**src/rtl/vmm_serializer_nch_pkg.sv**
```systemverilog
// vmm_ser_pkg: shared definitions for the multi-channel bit-serial operand
// feeder (vmm_serializer_nch).
//   - ser_state_e : frame FSM states
//   - clog2()     : ceiling log2 helper for counter sizing
//   - frame_len() : bits per frame (DATA_W, or DATA_W + EXT_BITS when
//                   SERIAL_SIGN_EXT_EN is defined)
// Build option: SERIAL_SIGN_EXT_EN (adds EXT_BITS sign-extension cycles).
package vmm_ser_pkg;

  typedef enum logic [1:0] {
    S_IDLE   = 2'd0,
    S_LOADED = 2'd1,
    S_SHIFT  = 2'd2,
    S_DONE   = 2'd3
  } ser_state_e;

`ifdef SERIAL_SIGN_EXT_EN
  localparam bit SIGN_EXT_EN = 1'b1;
`else
  localparam bit SIGN_EXT_EN = 1'b0;
`endif

  function automatic int unsigned clog2(input int unsigned v);
    int unsigned r;
    r = 0;
    for (int unsigned i = 0; i < 32; i++) begin
      if ((64'd1 << i) < 64'(v)) r = i + 1;
    end
    return r;
  endfunction

  function automatic int unsigned frame_len(input int unsigned data_w,
                                            input int unsigned ext_bits);
    return data_w + (SIGN_EXT_EN ? ext_bits : 0);
  endfunction

endpackage

```
**src/rtl/vmm_serializer_nch_ser_lane.sv**
```systemverilog
// ser_lane: one channel of the bit-serial feeder. Holds the captured word,
// shifts it out LSB-first and produces the two's-complement negation of the
// same stream on the fly (pass bits through up to and including the first 1,
// invert everything after it).
// Ports:
//   Clk, Rst      clock, synchronous active-high reset
//   load, word    capture a new word
//   shift_en      emit sreg[0] and shift right
//   seen_clr      clear the "a 1 has been emitted" flag at frame start
//   out_clr       zero the serial outputs at the end of a frame
//   ser_bit       registered current bit of the word
//   ser_neg       registered current bit of the negated word
// Build option: SERIAL_SIGN_EXT_EN (arithmetic shift so the MSB repeats).
module ser_lane
  import vmm_ser_pkg::*;
#(
  parameter int unsigned DATA_W = 32
) (
  input  logic              Clk,
  input  logic              Rst,
  input  logic              load,
  input  logic [DATA_W-1:0] word,
  input  logic              shift_en,
  input  logic              seen_clr,
  input  logic              out_clr,
  output logic              ser_bit,
  output logic              ser_neg
);

  logic [DATA_W-1:0] sreg;
  logic              seen_one;
  logic              fill;

  // Refilling with the MSB makes every extension cycle re-emit bit DATA_W-1.
  assign fill = SIGN_EXT_EN ? sreg[DATA_W-1] : 1'b0;

  always_ff @(posedge Clk) begin
    if (Rst) begin
      sreg     <= '0;
      seen_one <= 1'b0;
      ser_bit  <= 1'b0;
      ser_neg  <= 1'b0;
    end else begin
      if (load) begin
        sreg <= word;
      end else if (shift_en) begin
        sreg <= {fill, sreg[DATA_W-1:1]};
      end

      if (seen_clr) begin
        seen_one <= 1'b0;
      end else if (shift_en) begin
        seen_one <= seen_one | sreg[0];
      end

      if (shift_en) begin
        ser_bit <= sreg[0];
        ser_neg <= sreg[0] ^ seen_one;
      end else if (out_clr) begin
        ser_bit <= 1'b0;
        ser_neg <= 1'b0;
      end
    end
  end

endmodule

```
**src/rtl/vmm_serializer_nch.sv**
```systemverilog
// vmm_serializer_nch: captures NUM_CH parallel words and streams each one
// LSB-first together with its two's-complement negation, feeding the
// bit-serial inputs of the reservoir VMM MAC array.
// Ports:
//   Clk, Rst        clock, synchronous active-high reset
//   Parallel_In     channel c at [c*DATA_W +: DATA_W]
//   load_valid      word set offered; accepted when load_ready
//   load_ready      IDLE or LOADED (decoded from state)
//   start           stream the loaded set (LOADED only, load has priority)
//   Serial_Out      current bit of each word
//   Serial_Out_neg  current bit of each negated word
//   bit_valid       Serial_Out* carry bit bit_idx
//   bit_idx         index of current bit
//   last_bit        final bit of the frame
//   busy            SHIFT or DONE (decoded from state)
//   done            one-cycle pulse after the frame
// Build option: SERIAL_SIGN_EXT_EN (frame grows to DATA_W + EXT_BITS).
module vmm_serializer_nch
  import vmm_ser_pkg::*;
#(
  parameter  int unsigned DATA_W   = 32,
  parameter  int unsigned NUM_CH   = 4,
  parameter  int unsigned EXT_BITS = 4,
  localparam int unsigned FRAME_L  = frame_len(DATA_W, EXT_BITS),
  localparam int unsigned CNT_W    = clog2(FRAME_L + 1)
) (
  input  logic                     Clk,
  input  logic                     Rst,
  input  logic [NUM_CH*DATA_W-1:0] Parallel_In,
  input  logic                     load_valid,
  output logic                     load_ready,
  input  logic                     start,
  output logic [NUM_CH-1:0]        Serial_Out,
  output logic [NUM_CH-1:0]        Serial_Out_neg,
  output logic                     bit_valid,
  output logic [CNT_W-1:0]         bit_idx,
  output logic                     last_bit,
  output logic                     busy,
  output logic                     done
);

  localparam logic [CNT_W-1:0] LAST_IDX = CNT_W'(FRAME_L - 1);

  ser_state_e       state, state_nxt;
  logic [CNT_W-1:0] cnt;
  logic             load_cap;
  logic             start_go;
  logic             shift_en;
  logic             out_clr;

  assign load_ready = (state == S_IDLE) || (state == S_LOADED);
  assign busy       = (state == S_SHIFT) || (state == S_DONE);

  always_comb begin
    state_nxt = state;
    load_cap  = 1'b0;
    start_go  = 1'b0;
    shift_en  = 1'b0;
    out_clr   = 1'b0;
    unique case (state)
      S_IDLE: begin
        if (load_valid) begin
          load_cap  = 1'b1;
          state_nxt = S_LOADED;
        end
      end
      S_LOADED: begin
        if (load_valid) begin
          load_cap = 1'b1;
        end else if (start) begin
          start_go  = 1'b1;
          state_nxt = S_SHIFT;
        end
      end
      S_SHIFT: begin
        shift_en = 1'b1;
        if (cnt == LAST_IDX) state_nxt = S_DONE;
      end
      S_DONE: begin
        out_clr   = 1'b1;
        state_nxt = S_IDLE;
      end
      default: state_nxt = S_IDLE;
    endcase
  end

  always_ff @(posedge Clk) begin
    if (Rst) begin
      state     <= S_IDLE;
      cnt       <= '0;
      bit_valid <= 1'b0;
      bit_idx   <= '0;
      last_bit  <= 1'b0;
      done      <= 1'b0;
    end else begin
      state <= state_nxt;
      done  <= out_clr;
      if (start_go) cnt <= '0;
      if (shift_en) begin
        bit_valid <= 1'b1;
        bit_idx   <= cnt;
        last_bit  <= (cnt == LAST_IDX);
        cnt       <= cnt + CNT_W'(1);
      end else if (out_clr) begin
        bit_valid <= 1'b0;
        bit_idx   <= '0;
        last_bit  <= 1'b0;
      end
    end
  end

  for (genvar g = 0; g < NUM_CH; g++) begin : g_lane
    ser_lane #(
      .DATA_W (DATA_W)
    ) u_lane (
      .Clk      (Clk),
      .Rst      (Rst),
      .load     (load_cap),
      .word     (Parallel_In[g*DATA_W +: DATA_W]),
      .shift_en (shift_en),
      .seen_clr (start_go),
      .out_clr  (out_clr),
      .ser_bit  (Serial_Out[g]),
      .ser_neg  (Serial_Out_neg[g])
    );
  end

endmodule

```
**config.mk**
```make
export PLATFORM = sky130hd
export DESIGN_NAME = vmm_serializer_nch
export DESIGN_NICKNAME = d
export VERILOG_FILES = /design/src/rtl/vmm_serializer_nch_pkg.sv /design/src/rtl/vmm_serializer_nch_ser_lane.sv /design/src/rtl/vmm_serializer_nch.sv
export SDC_FILE = /design/constraint.sdc
export NUM_CORES = 1
export LEC_CHECK = 0
export ABC_CLOCK_PERIOD_IN_PS = 1600
export BUFFER_PORTS_ARGS = -buffer_cell sky130_fd_sc_hd__clkbuf_2
export CORE_UTILIZATION = 49
export CTS_BUF_LIST = sky130_fd_sc_hd__clkbuf_4 sky130_fd_sc_hd__clkbuf_8 sky130_fd_sc_hd__clkbuf_16
export DETAILED_ROUTE_END_ITERATION = 16
export GPL_TIMING_DRIVEN = 0
export HOLD_SLACK_MARGIN = 0.03
export PLACE_DENSITY_LB_ADDON = 0.25
export SLEW_MARGIN = 10
export SYNTH_ARGS = -nofsm -noshare
export SYNTH_HDL_FRONTEND = slang
export SYNTH_SLANG_ARGS = --single-unit
```
**constraint.sdc**
```tcl
create_clock -name Clk -period 1.6 [get_ports Clk]
set_input_delay 0.24 -clock Clk [delete_from_list [all_inputs] [get_ports Clk]]
set_output_delay 0.24 -clock Clk [all_outputs]
set_load 0.01 [all_outputs]
```
**Word-level counts from Yosys, hierarchy flattened**

Cells that the tools add are included.

- Register bits after elaboration: 157
- Input port bits: 132
- Output and inout port bits: 19
- Word-level logic and storage cells: 83

- $add $sub $neg: 1
- Eq/ne operators: 8
- Mux-type cells: 35
- Bitwise gates (word level): 8
- Reductions and logical operators: 9

Operators by type and width:

| kind | number |
|---|---|
| $mux 32 | 8 |
| $mux 6 | 4 |
| $mux 1 | 18 |
| $mux 2 | 4 |
| $pmux 2 s4 | 1 |
| $add 6x1->6 const B | 1 |
| $eq 6x5->1 const B | 1 |
| $ne 2x2->1 const B | 3 |
| $reduce_bool 2->1 | 3 |
| $eq 2x2->1 const B | 2 |
| $or 1x1->1 | 4 |
| $reduce_and 4->1 | 1 |
| $reduce_or 2->1 | 2 |
| $xor 1x1->1 | 4 |
| $eq 2x1->1 const B | 1 |
| $logic_not 2->1 | 1 |
| $logic_or 1x1->1 | 2 |
| $ne 2x1->1 const B | 1 |

**Depth between registers and ports, before layout**

- Depth in word-level cells: 5
- Mapped depth: 8
- Gate-level depth less buffers: 6

**Modules after synthesis**

A second synthesis with hierarchy kept.

- Cells, all modules: 719
- Area total of the unflattened synthesis: 7252.0 um^2

By module, submodules not included:

| module | times used | cells an instance | area an instance (um^2) | sequential area each (um^2) |
|---|---|---|---|---|
| ser_lane | 4 | 157 | 1610.3 | 700.7 |
| vmm_serializer_nch | 1 | 91 | 810.8 | 340.3 |

**Worst setup path after synthesis**

No wires, ideal clock.

- Path kind: register to register
- Start: register state[0]
- End: register g_lane[2].u_lane.sreg[22]
- Setup time: 0.139 ns
- Arrival: 1.510 ns
- Required time: 1.461 ns
- Setup slack: -0.049 ns
- Stages on the path, launching flop included: 8
- Buffers on the path: 2
- Period minus slack after synthesis: 1.649 ns
- Cells stage by stage: dfxtp_1 > inv_1 > ha_1 > or2_4 > nand2_4 > buf_2 > buf_2 > a211oi_1

- Longest elaborated chain between the ends: 4
- Elaborated cells between the ends (all ways): 8
- Those cells by class: eq/ne: 2; mux: 3; reduce/logical: 3

Ends and longest elaborated chain:

| item | line | source |
|---|---|---|
| start: declaration | vmm_serializer_nch.sv:44 | `ser_state_e state, state_nxt;` |
| start signal: assignment | vmm_serializer_nch.sv:96 | `state <= state_nxt;` |
| $eq 2x1->1 or $logic_not 2->1 (tied branches) | vmm_serializer_nch.sv:60 | `unique case (state)` |
| $reduce_or 2->1 (no source line) | n/a |  |
| $mux 1 | n/a |  |
| $mux 32 or $reduce_bool 2->1 (tied branches) | n/a |  |
| end signal: assignment | vmm_serializer_nch_ser_lane.sv:45 | `sreg <= word;` |
| end signal: assignment | vmm_serializer_nch_ser_lane.sv:47 | `sreg <= {fill, sreg[DATA_W-1:1]};` |
| end: declaration | vmm_serializer_nch_ser_lane.sv:30 | `logic [DATA_W-1:0] sreg;` |

Parallel ways exist; a longest one is shown, timed or not.
A chain may end at the register's enable or synchronous reset.

**Worst setup path after layout**

- Start: register state[0]
- End: register g_lane[1].u_lane.sreg[24]

- Longest elaborated chain between the ends: 4
- Elaborated cells between the ends (all ways): 8
- Those cells by class: eq/ne: 2; mux: 3; reduce/logical: 3

Ends and longest elaborated chain:

| item | line |
|---|---|
| $eq 2x1->1 or $logic_not 2->1 (tied branches) | vmm_serializer_nch.sv:60 |
| $reduce_or 2->1 (no source line) | n/a |
| $mux 1 | n/a |
| $mux 32 or $reduce_bool 2->1 (tied branches) | n/a |
| end signal: assignment | vmm_serializer_nch_ser_lane.sv:45 |
| end signal: assignment | vmm_serializer_nch_ser_lane.sv:47 |
| end: declaration | vmm_serializer_nch_ser_lane.sv:30 |

Parallel ways exist; a longest one is shown, timed or not.

==> reports/qor.txt <==
Post-synth EDFFs - 0
Mapped Avg Cell Area - 9.72 um^2
DRC errors left - 0
Post-Syn Instances - 730
Leakage - 3.79 nW
Number of distinct library cells after synthesis - 33
Root Buffer - clkbuf_16
Crit-path max FO - 8
Tot Pwr - 17.5 mW
Largest net degree at the start of global routing - 17
Status - complete, but fails checks
Initial antenna violation count - 0
Final Hold Vio Count - 0
Antenna diodes - 0
CP Launch Type - register
Max-slew headroom - 48.4%
Maxcap violations - 0
I/O Buffers - 149
Synth warn - 0
Crit path kind - register to register
Layout area overhead - 42.8%
Fill count - 1042
Placed cell areas - 8070 um^2
Drt pass-1 iters - 4
Max clock buf depth - 2
FF-to-FF path depth - 8
Remaining antenna violation count - 0
Initial core utilization - 50.7%
Sink Count - 157
Worst skew pair latency - 0.42 ns
Hold-fix buffers, CTS - 0
Vias - 6024
TritonCTS clock tree - built
Vias in the first global route - 5317
Total Die Area - 15000 um^2
Setup violators final - 85
Top_reg_cell synth - dfxtp_1
Final Slew Violations - 0
DIE HEIGHT - 122 um
Worst VDD drop - 0.979 mV
Most common cell in the netlist - dfxtp_1
Top post-synthesis cells by area - dfxtp_1 44%, mux2i_1 18%, a211oi_1 10%
Period utilization - 109%
Clock-pin slew on the worst setup and hold paths - 0.06 ns
Core area - 14000 um^2
Sequential area share after synthesis - 44.3%
Worst-margin pin slew - 0.773 ns
PwrDens - 1720 nW/um^2
CP arrival - 2.06 ns
Layout cells sized above 1 - 48.1%
WHS Path Cells - 3
H-tree level count - 4
Aggregate global routing overflow - 0
Mapped cell area - 7100 um^2
Yosys top cell by area - dfxtp_1
Num rows - 43
Ys async rst share - 0%
#FFs+latches synth - 157
Max Fclk - 574 MHz
Final instance area - 10100 um^2
# IOs - 151
CP Capture Type - register
Routed vias/inst - 5.43
First-pass GRT wire length - 25900 um
Critical Path RT - 1.92 ns
Net count, final - 1060
Mapped Nets - 871
Die X - 122 um
Post-route setup slack - -0.141 ns
HPWL after DPL - 11300 um
CTS buffer count - 17
Failing checks - setup timing
Post-layout minimum cycle time - 1.74 ns
RSZ-0062 raised after global routing - true
DRT iter0 DRCs - 299
Post-route clock skew - 0.0100 ns
Hold Path Class - input port to register
Share of the synthesized area in the top cell type - 44.3%
Routability Congestion - 0.798
Post-Route WL - 18800 um
Commonest cells in the netlist - 157 x dfxtp_1, 151 x nor2_1, 125 x mux2i_1, 99 x a211oi_1, 30 x a211oi_2
Total GRT Usage - 22.3%
Routed len/inst - 16.9 um
-- worst max-delay path, cell delays in order (launching register included) --
cell and delay (ns):
dfxtp_4 0.39, inv_4 0.06, ha_4 0.16, or2_4 0.28, nand2_8 0.16, buf_12 0.16, clkbuf_16 0.15, nor2_2 0.05
a211oi_2 0.23
-- metal layers --
metal	track usage, %	wire, um	vias up
li1	-	-	2995
met1	30.4	8530	2860
met2	34.4	9100	144
met3	4.55	790	25
met4	9.15	339	0
met5	0	0	-
-- state kept, by name, indices dropped and copies added, names as in the netlist --
name / cells
bit_valid: 1
g_lane.u_lane.seen_one: 4
cnt: 6
bit_idx: 6
last_bit: 1
g_lane.u_lane.ser_bit: 4
g_lane.u_lane.ser_neg: 4
g_lane.u_lane.sreg: 128
state: 2
done: 1
-- where the power goes --
group,leakage [nW],switching [mW],total (mW),internal (mW)
clock network,0.308,1.54,4.19,2.65
logic,2.19,3.80,7.63,3.82
registers,1.30,0.635,5.65,5.02
-- stage by stage --
stage	worst slack (ns)	std cells	TNS [ns]	hold WS [ns]	utilization, %
global placement	-0.411	1059	-39.86	0.465	57.7
CTS	-0.0857	1095	-1.50	0.0319	64.4
floorplan	-0.00164	730	-0.00983	0.376	-
global route	-0.211	1110	-8.86	0.0494	72.5
finish	-0.141	1110	-3.05	0.0509	72.5
detailed placement	-0.405	1059	-40.10	0.470	57.7
-- final timing paths --
kind	startpoint	endpoint	slack, ns
worst max-delay path	state[0]$_SDFFE_PP0P_	g_lane[1].u_lane.sreg[24]$_SDFFE_PP0P_	-0.14
worst min-delay path	Parallel_In[127]	g_lane[3].u_lane.sreg[31]$_SDFFE_PP0P_	0.05
worst max register to register	state[0]$_SDFFE_PP0P_	g_lane[1].u_lane.sreg[24]$_SDFFE_PP0P_	-0.14
worst min register to register	g_lane[3].u_lane.seen_one$_SDFFE_PP0P_	g_lane[3].u_lane.seen_one$_SDFFE_PP0P_	0.48
-- cell families (layout without fill, tap and decap cells) --
family | after synthesis | count (layout) | synth area share (%)
XOR/XNOR | 3 | 3 | 0.370
AND/OR/NAND/NOR | 187 | 187 | 11.2
flip-flops | 157 | 157 | 44.3
AO/OA/AOI/OAI | 162 | 162 | 18.5
buffers and inverters | 87 | 287 | 6.43
adder cells (fa/ha/maj) | 9 | 9 | 1.59
multiplexers | 125 | 125 | 17.6
-- layout make-up --
type	count	area, um^2	share of cell area, %
plain buffers	73	702	6.93
inverters	13	53.8	0.531
clock inverters	7	110	1.09
well taps	180	225	2.22
multi-input cells	486	4220	41.6
clock buffers	23	502	4.95
flip-flops and latches	157	3150	31.1
repair buffers	171	1170	11.6
-- cells in the final DEF, fill, tap and decap left out, types with 2 or more instances in the layout --
cell type / instances
ha_4: 3
buf_4: 19
clkbuf_8: 5
dfxtp_4: 2
ha_1: 5
a21oi_1: 22
a211oi_2: 88
buf_2: 6
nor3_1: 2
inv_1: 10
xnor2_1: 2
dfxtp_1: 155
clkbuf_16: 29
nor2_2: 57
bufinv_16: 3
clkbuf_1: 16
nor2_4: 31
buf_8: 18
a22oi_1: 5
nand3_1: 4
nor3b_1: 14
nor2_1: 63
buf_12: 6
nand3b_1: 4
clkbuf_2: 151
a211oi_1: 41
clkinv_2: 4
buf_6: 15
inv_4: 2
nand2_1: 7
mux2i_1: 125
-- timing repair --
action,4_1_cts,5_1_grt
gates cloned,1,12
endpoints found under the hold margin,0,0
endpoints found under the setup margin,158,156
setup buffers,6,3
pin swaps,20,103
gates resized for setup,66,233
Power figures use the tool's default switching activity.
